`src/rtl/ps2_cmd_pkg.sv`:
```
// Purpose : shared command bytes, FSM states, fail codes and script helpers
//           for the PS/2 mouse runtime configuration sequencer.
// Latency : n/a (types and pure functions only).
// Backpres: n/a.
package ps2_cmd_pkg;

  // PS/2 mouse command and response bytes
  localparam logic [7:0] CMD_FF = 8'hFF;  // idle value on the transmit bus
  localparam logic [7:0] CMD_F4 = 8'hF4;  // enable data reporting
  localparam logic [7:0] CMD_F5 = 8'hF5;  // disable data reporting
  localparam logic [7:0] CMD_F3 = 8'hF3;  // set sample rate
  localparam logic [7:0] CMD_E8 = 8'hE8;  // set resolution
  localparam logic [7:0] CMD_FA = 8'hFA;  // acknowledge
  localparam logic [7:0] CMD_FE = 8'hFE;  // resend request
  localparam logic [7:0] CMD_FC = 8'hFC;  // error

  localparam logic [2:0] LAST_STEP = 3'd5;

  localparam logic [1:0] FC_NONE     = 2'b00;
  localparam logic [1:0] FC_RETRY    = 2'b01;
  localparam logic [1:0] FC_NAK      = 2'b10;
  localparam logic [1:0] FC_BAD_RATE = 2'b11;

  typedef enum logic [3:0] {
    ST_IDLE,
    ST_LOAD,
    ST_SEND,
    ST_WAIT_SENT,
    ST_WAIT_ACK,
    ST_RETRY,
    ST_NEXT,
    ST_DONE,
    ST_FAIL
  } state_t;

  // Sample rates the mouse accepts after an F3 command
  function automatic logic rate_is_legal(input logic [7:0] rate);
    case (rate)
      8'd10, 8'd20, 8'd40, 8'd60, 8'd80, 8'd100, 8'd200: rate_is_legal = 1'b1;
      default:                                           rate_is_legal = 1'b0;
    endcase
  endfunction

  // Byte transmitted at each script step
  function automatic logic [7:0] script_byte(input logic [2:0] step,
                                             input logic [7:0] rate,
                                             input logic [1:0] res);
    case (step)
      3'd0:    script_byte = CMD_F5;
      3'd1:    script_byte = CMD_F3;
      3'd2:    script_byte = rate;
      3'd3:    script_byte = CMD_E8;
      3'd4:    script_byte = {6'b0, res};
      default: script_byte = CMD_F4;
    endcase
  endfunction

endpackage

```
`src/rtl/ps2_cmd_sequencer_if.sv`:
```
// Purpose : transmitter/receiver handshake shared with the mouse master.
//           master = sequencer side, slave = PHY (transmitter/receiver) side.
// Latency : n/a. Backpres: the sequencer waits on BYTE_SENT / BYTE_READY.
// Signals : SEND_BYTE/BYTE_TO_SEND/BYTE_SENT (tx), READ_ENABLE/BYTE_READ/
//           BYTE_ERROR_CODE/BYTE_READY (rx).
interface ps2_cmd_sequencer_if;
  logic       SEND_BYTE;
  logic [7:0] BYTE_TO_SEND;
  logic       BYTE_SENT;
  logic       READ_ENABLE;
  logic [7:0] BYTE_READ;
  logic [1:0] BYTE_ERROR_CODE;
  logic       BYTE_READY;

  modport master (
    output SEND_BYTE, BYTE_TO_SEND, READ_ENABLE,
    input  BYTE_SENT, BYTE_READ, BYTE_ERROR_CODE, BYTE_READY
  );

  modport slave (
    input  SEND_BYTE, BYTE_TO_SEND, READ_ENABLE,
    output BYTE_SENT, BYTE_READ, BYTE_ERROR_CODE, BYTE_READY
  );
endinterface

```
`src/rtl/ps2_ack_timer.sv`:
```
// Purpose : saturating 24-bit cycle counter for the BYTE_SENT / ACK timeout.
// Latency : o_expired rises ACK_TIMEOUT enabled cycles after i_clr.
// Backpres: none; holds at ACK_TIMEOUT until cleared.
// Ports   : CLK, RESET (sync, high), i_clr, i_en, o_expired.
module ps2_ack_timer #(
  parameter int ACK_TIMEOUT = 750000
) (
  input  logic CLK,
  input  logic RESET,
  input  logic i_clr,
  input  logic i_en,
  output logic o_expired
);

  localparam logic [23:0] LIMIT = 24'(ACK_TIMEOUT);

  logic [23:0] r_cnt;

  always_ff @(posedge CLK) begin
    if (RESET || i_clr) begin
      r_cnt <= '0;
    end else if (i_en && (r_cnt != LIMIT)) begin
      r_cnt <= r_cnt + 24'd1;
    end
  end

  assign o_expired = (r_cnt == LIMIT);

endmodule

```
`src/rtl/ps2_cmd_sequencer.sv`:
```
// Purpose : runs the F5 / F3 rate / E8 res / F4 mouse setup script with
//           FE resend, FC/receiver-error abort, timeout retry; DONE or FAIL.
// Latency : first SEND_BYTE 3 cycles after START; illegal rate FAILs in 2.
// Backpres: waits on BYTE_SENT then an ACK byte; START ignored while BUSY.
// Ports   : CLK, RESET (sync, high), START, CFG_RATE, CFG_RES, io_ps2 (master),
//           BUSY, DONE, FAIL, FAIL_CODE, STEP.
module ps2_cmd_sequencer
  import ps2_cmd_pkg::*;
#(
  parameter int ACK_TIMEOUT = 750000,
  parameter int MAX_RETRY   = 3
) (
  input  logic                CLK,
  input  logic                RESET,
  input  logic                START,
  input  logic [7:0]          CFG_RATE,
  input  logic [1:0]          CFG_RES,
  ps2_cmd_sequencer_if.master io_ps2,
  output logic                BUSY,
  output logic                DONE,
  output logic                FAIL,
  output logic [1:0]          FAIL_CODE,
  output logic [2:0]          STEP
);

  localparam int RW = (MAX_RETRY > 0) ? $clog2(MAX_RETRY + 1) : 1;
  localparam logic [RW-1:0] RETRY_LIMIT = RW'(MAX_RETRY);

  state_t        r_state;
  logic [2:0]    r_step;
  logic [RW-1:0] r_retry;
  logic [7:0]    r_rate;
  logic [1:0]    r_res;
  logic          r_send;
  logic [7:0]    r_byte;
  logic          r_rd_en;
  logic          r_busy;
  logic          r_done;
  logic          r_fail;
  logic [1:0]    r_fail_code;

  logic w_tmr_clr;
  logic w_tmr_en;
  logic w_expired;

  // Timer restarts on each transmission and again once the byte is on the
  // wire, so the ACK wait gets its own full window.
  assign w_tmr_clr = (r_state == ST_SEND) ||
                     ((r_state == ST_WAIT_SENT) && io_ps2.BYTE_SENT);
  assign w_tmr_en  = (r_state == ST_WAIT_SENT) || (r_state == ST_WAIT_ACK);

  ps2_ack_timer #(
    .ACK_TIMEOUT (ACK_TIMEOUT)
  ) u_timer (
    .CLK       (CLK),
    .RESET     (RESET),
    .i_clr     (w_tmr_clr),
    .i_en      (w_tmr_en),
    .o_expired (w_expired)
  );

  always_ff @(posedge CLK) begin
    if (RESET) begin
      r_state     <= ST_IDLE;
      r_step      <= '0;
      r_retry     <= '0;
      r_rate      <= '0;
      r_res       <= '0;
      r_send      <= 1'b0;
      r_byte      <= CMD_FF;
      r_rd_en     <= 1'b0;
      r_busy      <= 1'b0;
      r_done      <= 1'b0;
      r_fail      <= 1'b0;
      r_fail_code <= FC_NONE;
    end else begin
      r_send <= 1'b0;
      r_done <= 1'b0;
      r_fail <= 1'b0;
      case (r_state)
        ST_IDLE: begin
          if (START) begin
            r_rate      <= CFG_RATE;
            r_res       <= CFG_RES;
            r_fail_code <= FC_NONE;
            r_step      <= '0;
            r_retry     <= '0;
            r_busy      <= 1'b1;
            if (!rate_is_legal(CFG_RATE)) begin
              r_fail_code <= FC_BAD_RATE;
              r_state     <= ST_FAIL;
            end else begin
              r_state <= ST_LOAD;
            end
          end
        end
        ST_LOAD: begin
          r_byte  <= script_byte(r_step, r_rate, r_res);
          r_state <= ST_SEND;
        end
        ST_SEND: begin
          r_send  <= 1'b1;
          r_state <= ST_WAIT_SENT;
        end
        ST_WAIT_SENT: begin
          if (io_ps2.BYTE_SENT) begin
            r_rd_en <= 1'b1;
            r_state <= ST_WAIT_ACK;
          end else if (w_expired) begin
            r_state <= ST_RETRY;
          end
        end
        ST_WAIT_ACK: begin
          // Receiver error outranks everything; a received byte outranks timeout.
          if (io_ps2.BYTE_ERROR_CODE != 2'b00) begin
            r_rd_en     <= 1'b0;
            r_fail_code <= FC_NAK;
            r_state     <= ST_FAIL;
          end else if (io_ps2.BYTE_READY) begin
            r_rd_en <= 1'b0;
            case (io_ps2.BYTE_READ)
              CMD_FA: r_state <= ST_NEXT;
              CMD_FE: r_state <= ST_RETRY;
              CMD_FC: begin
                r_fail_code <= FC_NAK;
                r_state     <= ST_FAIL;
              end
              default: begin
                r_fail_code <= FC_NAK;
                r_state     <= ST_FAIL;
              end
            endcase
          end else if (w_expired) begin
            r_rd_en <= 1'b0;
            r_state <= ST_RETRY;
          end
        end
        ST_RETRY: begin
          if (r_retry == RETRY_LIMIT) begin
            r_fail_code <= FC_RETRY;
            r_state     <= ST_FAIL;
          end else begin
            r_retry <= r_retry + 1'b1;
            r_state <= ST_LOAD;
          end
        end
        ST_NEXT: begin
          r_retry <= '0;
          if (r_step == LAST_STEP) begin
            r_state <= ST_DONE;
          end else begin
            r_step  <= r_step + 3'd1;
            r_state <= ST_LOAD;
          end
        end
        ST_DONE: begin
          r_done  <= 1'b1;
          r_busy  <= 1'b0;
          r_state <= ST_IDLE;
        end
        ST_FAIL: begin
          r_fail  <= 1'b1;
          r_busy  <= 1'b0;
          r_state <= ST_IDLE;
        end
        default: r_state <= ST_IDLE;
      endcase
    end
  end

  assign io_ps2.SEND_BYTE    = r_send;
  assign io_ps2.BYTE_TO_SEND = r_byte;
  assign io_ps2.READ_ENABLE  = r_rd_en;
  assign BUSY                = r_busy;
  assign DONE                = r_done;
  assign FAIL                = r_fail;
  assign FAIL_CODE           = r_fail_code;
  assign STEP                = r_step;

endmodule

```
`src/flat_wrapper.sv`:
```
// flat-port wrapper written by rule: the top's interface ports become plain ports
module ps2_cmd_sequencer_flat import ps2_cmd_pkg::*;
#(
  parameter int ACK_TIMEOUT = 750000,
  parameter int MAX_RETRY   = 3
)
  (CLK, RESET, START, CFG_RATE, CFG_RES, BUSY, DONE, FAIL, FAIL_CODE, STEP, io_ps2_SEND_BYTE, io_ps2_BYTE_TO_SEND, io_ps2_READ_ENABLE, io_ps2_BYTE_SENT, io_ps2_BYTE_READ, io_ps2_BYTE_ERROR_CODE, io_ps2_BYTE_READY);
  ps2_cmd_sequencer_if io_ps2_i ();
  input  logic CLK;
  input  logic RESET;
  input  logic START;
  input  logic [7:0] CFG_RATE;
  input  logic [1:0] CFG_RES;
  output logic BUSY;
  output logic DONE;
  output logic FAIL;
  output logic [1:0] FAIL_CODE;
  output logic [2:0] STEP;
  output wire logic [$bits(io_ps2_i.SEND_BYTE)-1:0] io_ps2_SEND_BYTE;
  output wire logic [$bits(io_ps2_i.BYTE_TO_SEND)-1:0] io_ps2_BYTE_TO_SEND;
  output wire logic [$bits(io_ps2_i.READ_ENABLE)-1:0] io_ps2_READ_ENABLE;
  input wire logic [$bits(io_ps2_i.BYTE_SENT)-1:0] io_ps2_BYTE_SENT;
  input wire logic [$bits(io_ps2_i.BYTE_READ)-1:0] io_ps2_BYTE_READ;
  input wire logic [$bits(io_ps2_i.BYTE_ERROR_CODE)-1:0] io_ps2_BYTE_ERROR_CODE;
  input wire logic [$bits(io_ps2_i.BYTE_READY)-1:0] io_ps2_BYTE_READY;
  assign io_ps2_SEND_BYTE = io_ps2_i.SEND_BYTE;
  assign io_ps2_BYTE_TO_SEND = io_ps2_i.BYTE_TO_SEND;
  assign io_ps2_READ_ENABLE = io_ps2_i.READ_ENABLE;
  assign io_ps2_i.BYTE_SENT = io_ps2_BYTE_SENT;
  assign io_ps2_i.BYTE_READ = io_ps2_BYTE_READ;
  assign io_ps2_i.BYTE_ERROR_CODE = io_ps2_BYTE_ERROR_CODE;
  assign io_ps2_i.BYTE_READY = io_ps2_BYTE_READY;
  ps2_cmd_sequencer #(.ACK_TIMEOUT(ACK_TIMEOUT), .MAX_RETRY(MAX_RETRY)) u_core (.CLK(CLK), .RESET(RESET), .START(START), .CFG_RATE(CFG_RATE), .CFG_RES(CFG_RES), .io_ps2(io_ps2_i), .BUSY(BUSY), .DONE(DONE), .FAIL(FAIL), .FAIL_CODE(FAIL_CODE), .STEP(STEP));
endmodule
```
`config.mk`:
```
export PLATFORM = sky130hd
export DESIGN_NAME = ps2_cmd_sequencer_flat
export DESIGN_NICKNAME = d
export VERILOG_FILES = /design/src/rtl/ps2_cmd_pkg.sv /design/src/rtl/ps2_cmd_sequencer_if.sv /design/src/rtl/ps2_ack_timer.sv /design/src/rtl/ps2_cmd_sequencer.sv /design/src/flat_wrapper.sv
export SDC_FILE = /design/constraint.sdc
export NUM_CORES = 1
export LEC_CHECK = 0
export BUFFER_PORTS_ARGS = -buffer_cell sky130_fd_sc_hd__buf_2
export CAP_MARGIN = 0
export CORE_ASPECT_RATIO = 0.7
export CORE_MARGIN = 8
export CORE_UTILIZATION = 35
export CTS_CLUSTER_DIAMETER = 100
export DETAILED_ROUTE_END_ITERATION = 8
export GPL_ROUTABILITY_DRIVEN = 0
export PLACE_DENSITY = 0.64
export REMOVE_ABC_BUFFERS = 1
export SLEW_MARGIN = 20
export SYNTH_ARGS = -nofsm -noshare
export SYNTH_HDL_FRONTEND = slang
export SYNTH_SLANG_ARGS = --single-unit
```
`constraint.sdc`:
```
create_clock -name CLK -period 3.44 [get_ports CLK]
set_clock_uncertainty 0.15 [all_clocks]
set_input_delay 0.172 -clock CLK [delete_from_list [all_inputs] [get_ports CLK]]
set_output_delay 0.172 -clock CLK [all_outputs]
set_load 0.01 [all_outputs]
```
==> impl_metrics.toml <==
[floorplan]
initial_core_util = 0.360
core_area_mm2 = 0.00844
rows = 28
die_area_mm2 = 0.0120
ios = 43
fp.dieH_um = 94.0
fp.dieW_um = 127

[yosys]
synth-seq-area-share = 0.382
synth_edf_count = 0
yosys.cell_count.top_type = "dfxtp_1"
synthFlopType = "dfxtp_1"
synth_top_area_share = 0.382
ys_warn_count = 0
synthTopCellsByCount = "dfxtp_1 (58), nor2_1 (45), a21oi_1 (35), nand2_1 (30), nand3_1 (16)"
synthArstFlopShare = 0
yosys_register_bits = 58
yosys-top-cells-area = "dfxtp_1 (38%), a21oi_1 (5.8%), nor2_1 (5.6%)"
syn-instance-count = 376
yosys.area.top_type = "dfxtp_1"
syn_area_mm2 = 0.00304
syn_area_per_cell_um2 = 8.09
ys_types = 60

[sta]
max_freq_mhz = 373
finalSetupViolCount = 0
relSlewSlack = 0.393
final_hold_viol_count = 0
drv_slew = 0
tns_ps = 0
period_minus_slack_ps = 2680
rsz0062_at_grt = "no"
worst_pin_slew_ps = 903
min_period_over_period = 0.778
fin_ws_ps = 762

[finish]
multi_input_area_mm2 = 0.00174
syn_to_final_growth_pct = 21.3
antennaDiodeCount = 0
fillers = 848
seq_area_mm2 = 0.00116
layout.nets = 450
fin_area_mm2 = 0.00369
layout-drive-gt1-share = 0.160

[drt]
vias = 2806
met1_length_mm = 4.18
wl_met2_mm = 2.86
wire_per_inst_um = 13.8
drt-pass1-iter-count = 4
highest_layer = "met4"
postRouteAntennaNets = 0
met3WireLength_um = 397
routed_wl_mm = 7.46
post-route-drc-count = 0
drt-initial-drc-count = 147
viasPerCell = 5.20

[worst_setup_path]
end_kind = "flip-flop"
crit_required_ps = 3540
cp_max_fo = 19
crit_type = "reg -> reg"
critPathLaunchType = "flip-flop"
worstPathArrival_ps = 2780

[global_route]
grt_max_degree = 35
grt_pass1_vias = 2672
grt_overflow = 0
antenna_found_initial = 0
grt_pass1_wl_mm = 12.9
grt_usage = 0.131

[power_and_ir_drop]
netSwitchingFraction = 0.214
pwr-share-seq = 0.417
pwr-share-comb = 0.060
power_density_mw_per_mm2 = 454
clkPwrFrac = 0.523
ir_worst_vdd_uv = 243
internal_power_uw = 1320
p_sw_uw = 359
p_leak_uw = 0.00139

[place]
placed_cell_area_mm2 = 0.00332
dp_hpwl_mm = 5.39
pre_cts_slack_ps = 777
port_buffers = 42

[outcome]
status = "finished clean"

[clock_tree]
clk_pin_slew_ps = 50
clk_latency_ps = 330
htree_levels = 3
cts_buffers = 9
clock-sinks = 58
clock_path_buffers = 2
cts_tree = "built"
root_buffer = "clkbuf_16"

[flow_run]
cap_violations = 0

[min_path]
worst_hold_path_type = "in -> reg"
[layout by cell type, fill, tap and decap left out, types with 4 or more instances in the layout]
| cell type | Yosys | final |
|---|---|---|
| o211ai_1 | 4 | 4 |
| or3_1 | 11 | 11 |
| buf_2 | 2 | 42 |
| ha_1 | 8 | 8 |
| nand2_1 | 30 | 30 |
| dlygate4sd3_1 | 0 | 8 |
| a21o_1 | 4 | 4 |
| o21bai_1 | 5 | 5 |
| nand2b_1 | 9 | 9 |
| nand3_1 | 16 | 16 |
| mux2i_1 | 4 | 4 |
| xor2_1 | 14 | 14 |
| clkbuf_16 | 0 | 9 |
| nor2_1 | 45 | 45 |
| and3_1 | 6 | 6 |
| dfxtp_1 | 58 | 58 |
| a21oi_1 | 35 | 35 |
| nand4_1 | 13 | 13 |
| nor3_1 | 12 | 12 |
| o21ai_0 | 13 | 13 |
| inv_1 | 10 | 10 |
[final timing paths]
check	depth (start not counted)	startpoint	slack, ps	end
worst max-delay path	6	u_core.r_state[2]	760	u_core.u_timer.r_cnt[14]
worst min-delay path	3	CFG_RATE[3]	20	u_core.r_rate[3]
worst max register to register	6	u_core.r_state[2]	760	u_core.u_timer.r_cnt[14]
worst min register to register	2	u_core.r_rate[6]	310	u_core.r_rate[6]
[layout make-up]
| cell class | count | area share |
|---|---|---|
| Clock buffer | 11 | 0.0685 |
| Timing Repair Buffer | 53 | 0.0848 |
| Inverter | 10 | 0.0102 |
| Clock inverter | 3 | 0.0109 |
| Sequential cell | 58 | 0.315 |
| Tap cell | 120 | 0.0407 |
| Multi-Input combinational cell | 285 | 0.470 |
[sequential cells by signal, summed over array words and instances, names as in the netlist]
name,cells
u_core.u_timer.r_cnt,24
u_core.io_ps2.BYTE_TO_SEND,8
u_core.r_rate,8
u_core.r_state,4
u_core.STEP,3
u_core.FAIL_CODE,2
u_core.r_res,2
u_core.r_retry,2
u_core.BUSY,1
u_core.DONE,1
u_core.FAIL,1
u_core.io_ps2.READ_ENABLE,1
u_core.io_ps2.SEND_BYTE,1
[power by group through the flow]
stage	clock, µW	combinational, µW	sequential [µW]
after floorplan	0	46.0	711
after global placement	0	92.5	711
after detailed placement	0	93.7	712
after CTS	897	101	699
after global routing	930	112	700
final	876	101	699
[per-layer routing]
layer	up-vias	track usage
met5	-	0
met4	0	0.0385
met3	4	0.0465
met2	67	0.179
met1	1292	0.187
li1	1443	-
[timing repair]
item,in CTS,in global routing
endpoints found under the setup margin,0,0
endpoints found under the hold margin,8,0
resized for setup,0,0
hold buffers,8,0
setup buffers,0,0
[kinds of logic (layout without fill, tap and decap cells)]
kind of cell,Yosys count,count (layout),synth area share
compound gates,93,93,0.201
xor+xnor,16,16,0.0461
fa+ha+maj,8,8,0.0329
buf+inv,33,77,0.0481
flops,58,58,0.382
mux,4,4,0.0132
simple gates,164,164,0.277
[metrics by stage]
stage / cells / util / hold WS, ps / total power (µW)
finish: 540 / 0.437 / 21.8 / 1680
global route: 540 / 0.437 / 13.5 / 1740
CTS: 540 / 0.437 / 7.37 / 1700
detailed placement: 518 / 0.393 / 293 / 806
global placement: 518 / 0.393 / 292 / 804
floorplan: 353 / - / 91.1 / 757
[critical path: stages, from the launching register on]
cell,delay (ps)
dfxtp_1,640
or3b_4,470
a2111oi_4,510
buf_4,230
nand3_2,100
or3_1,360
a21oi_1,140
Note: power is estimated with default switching activity, not from simulation.
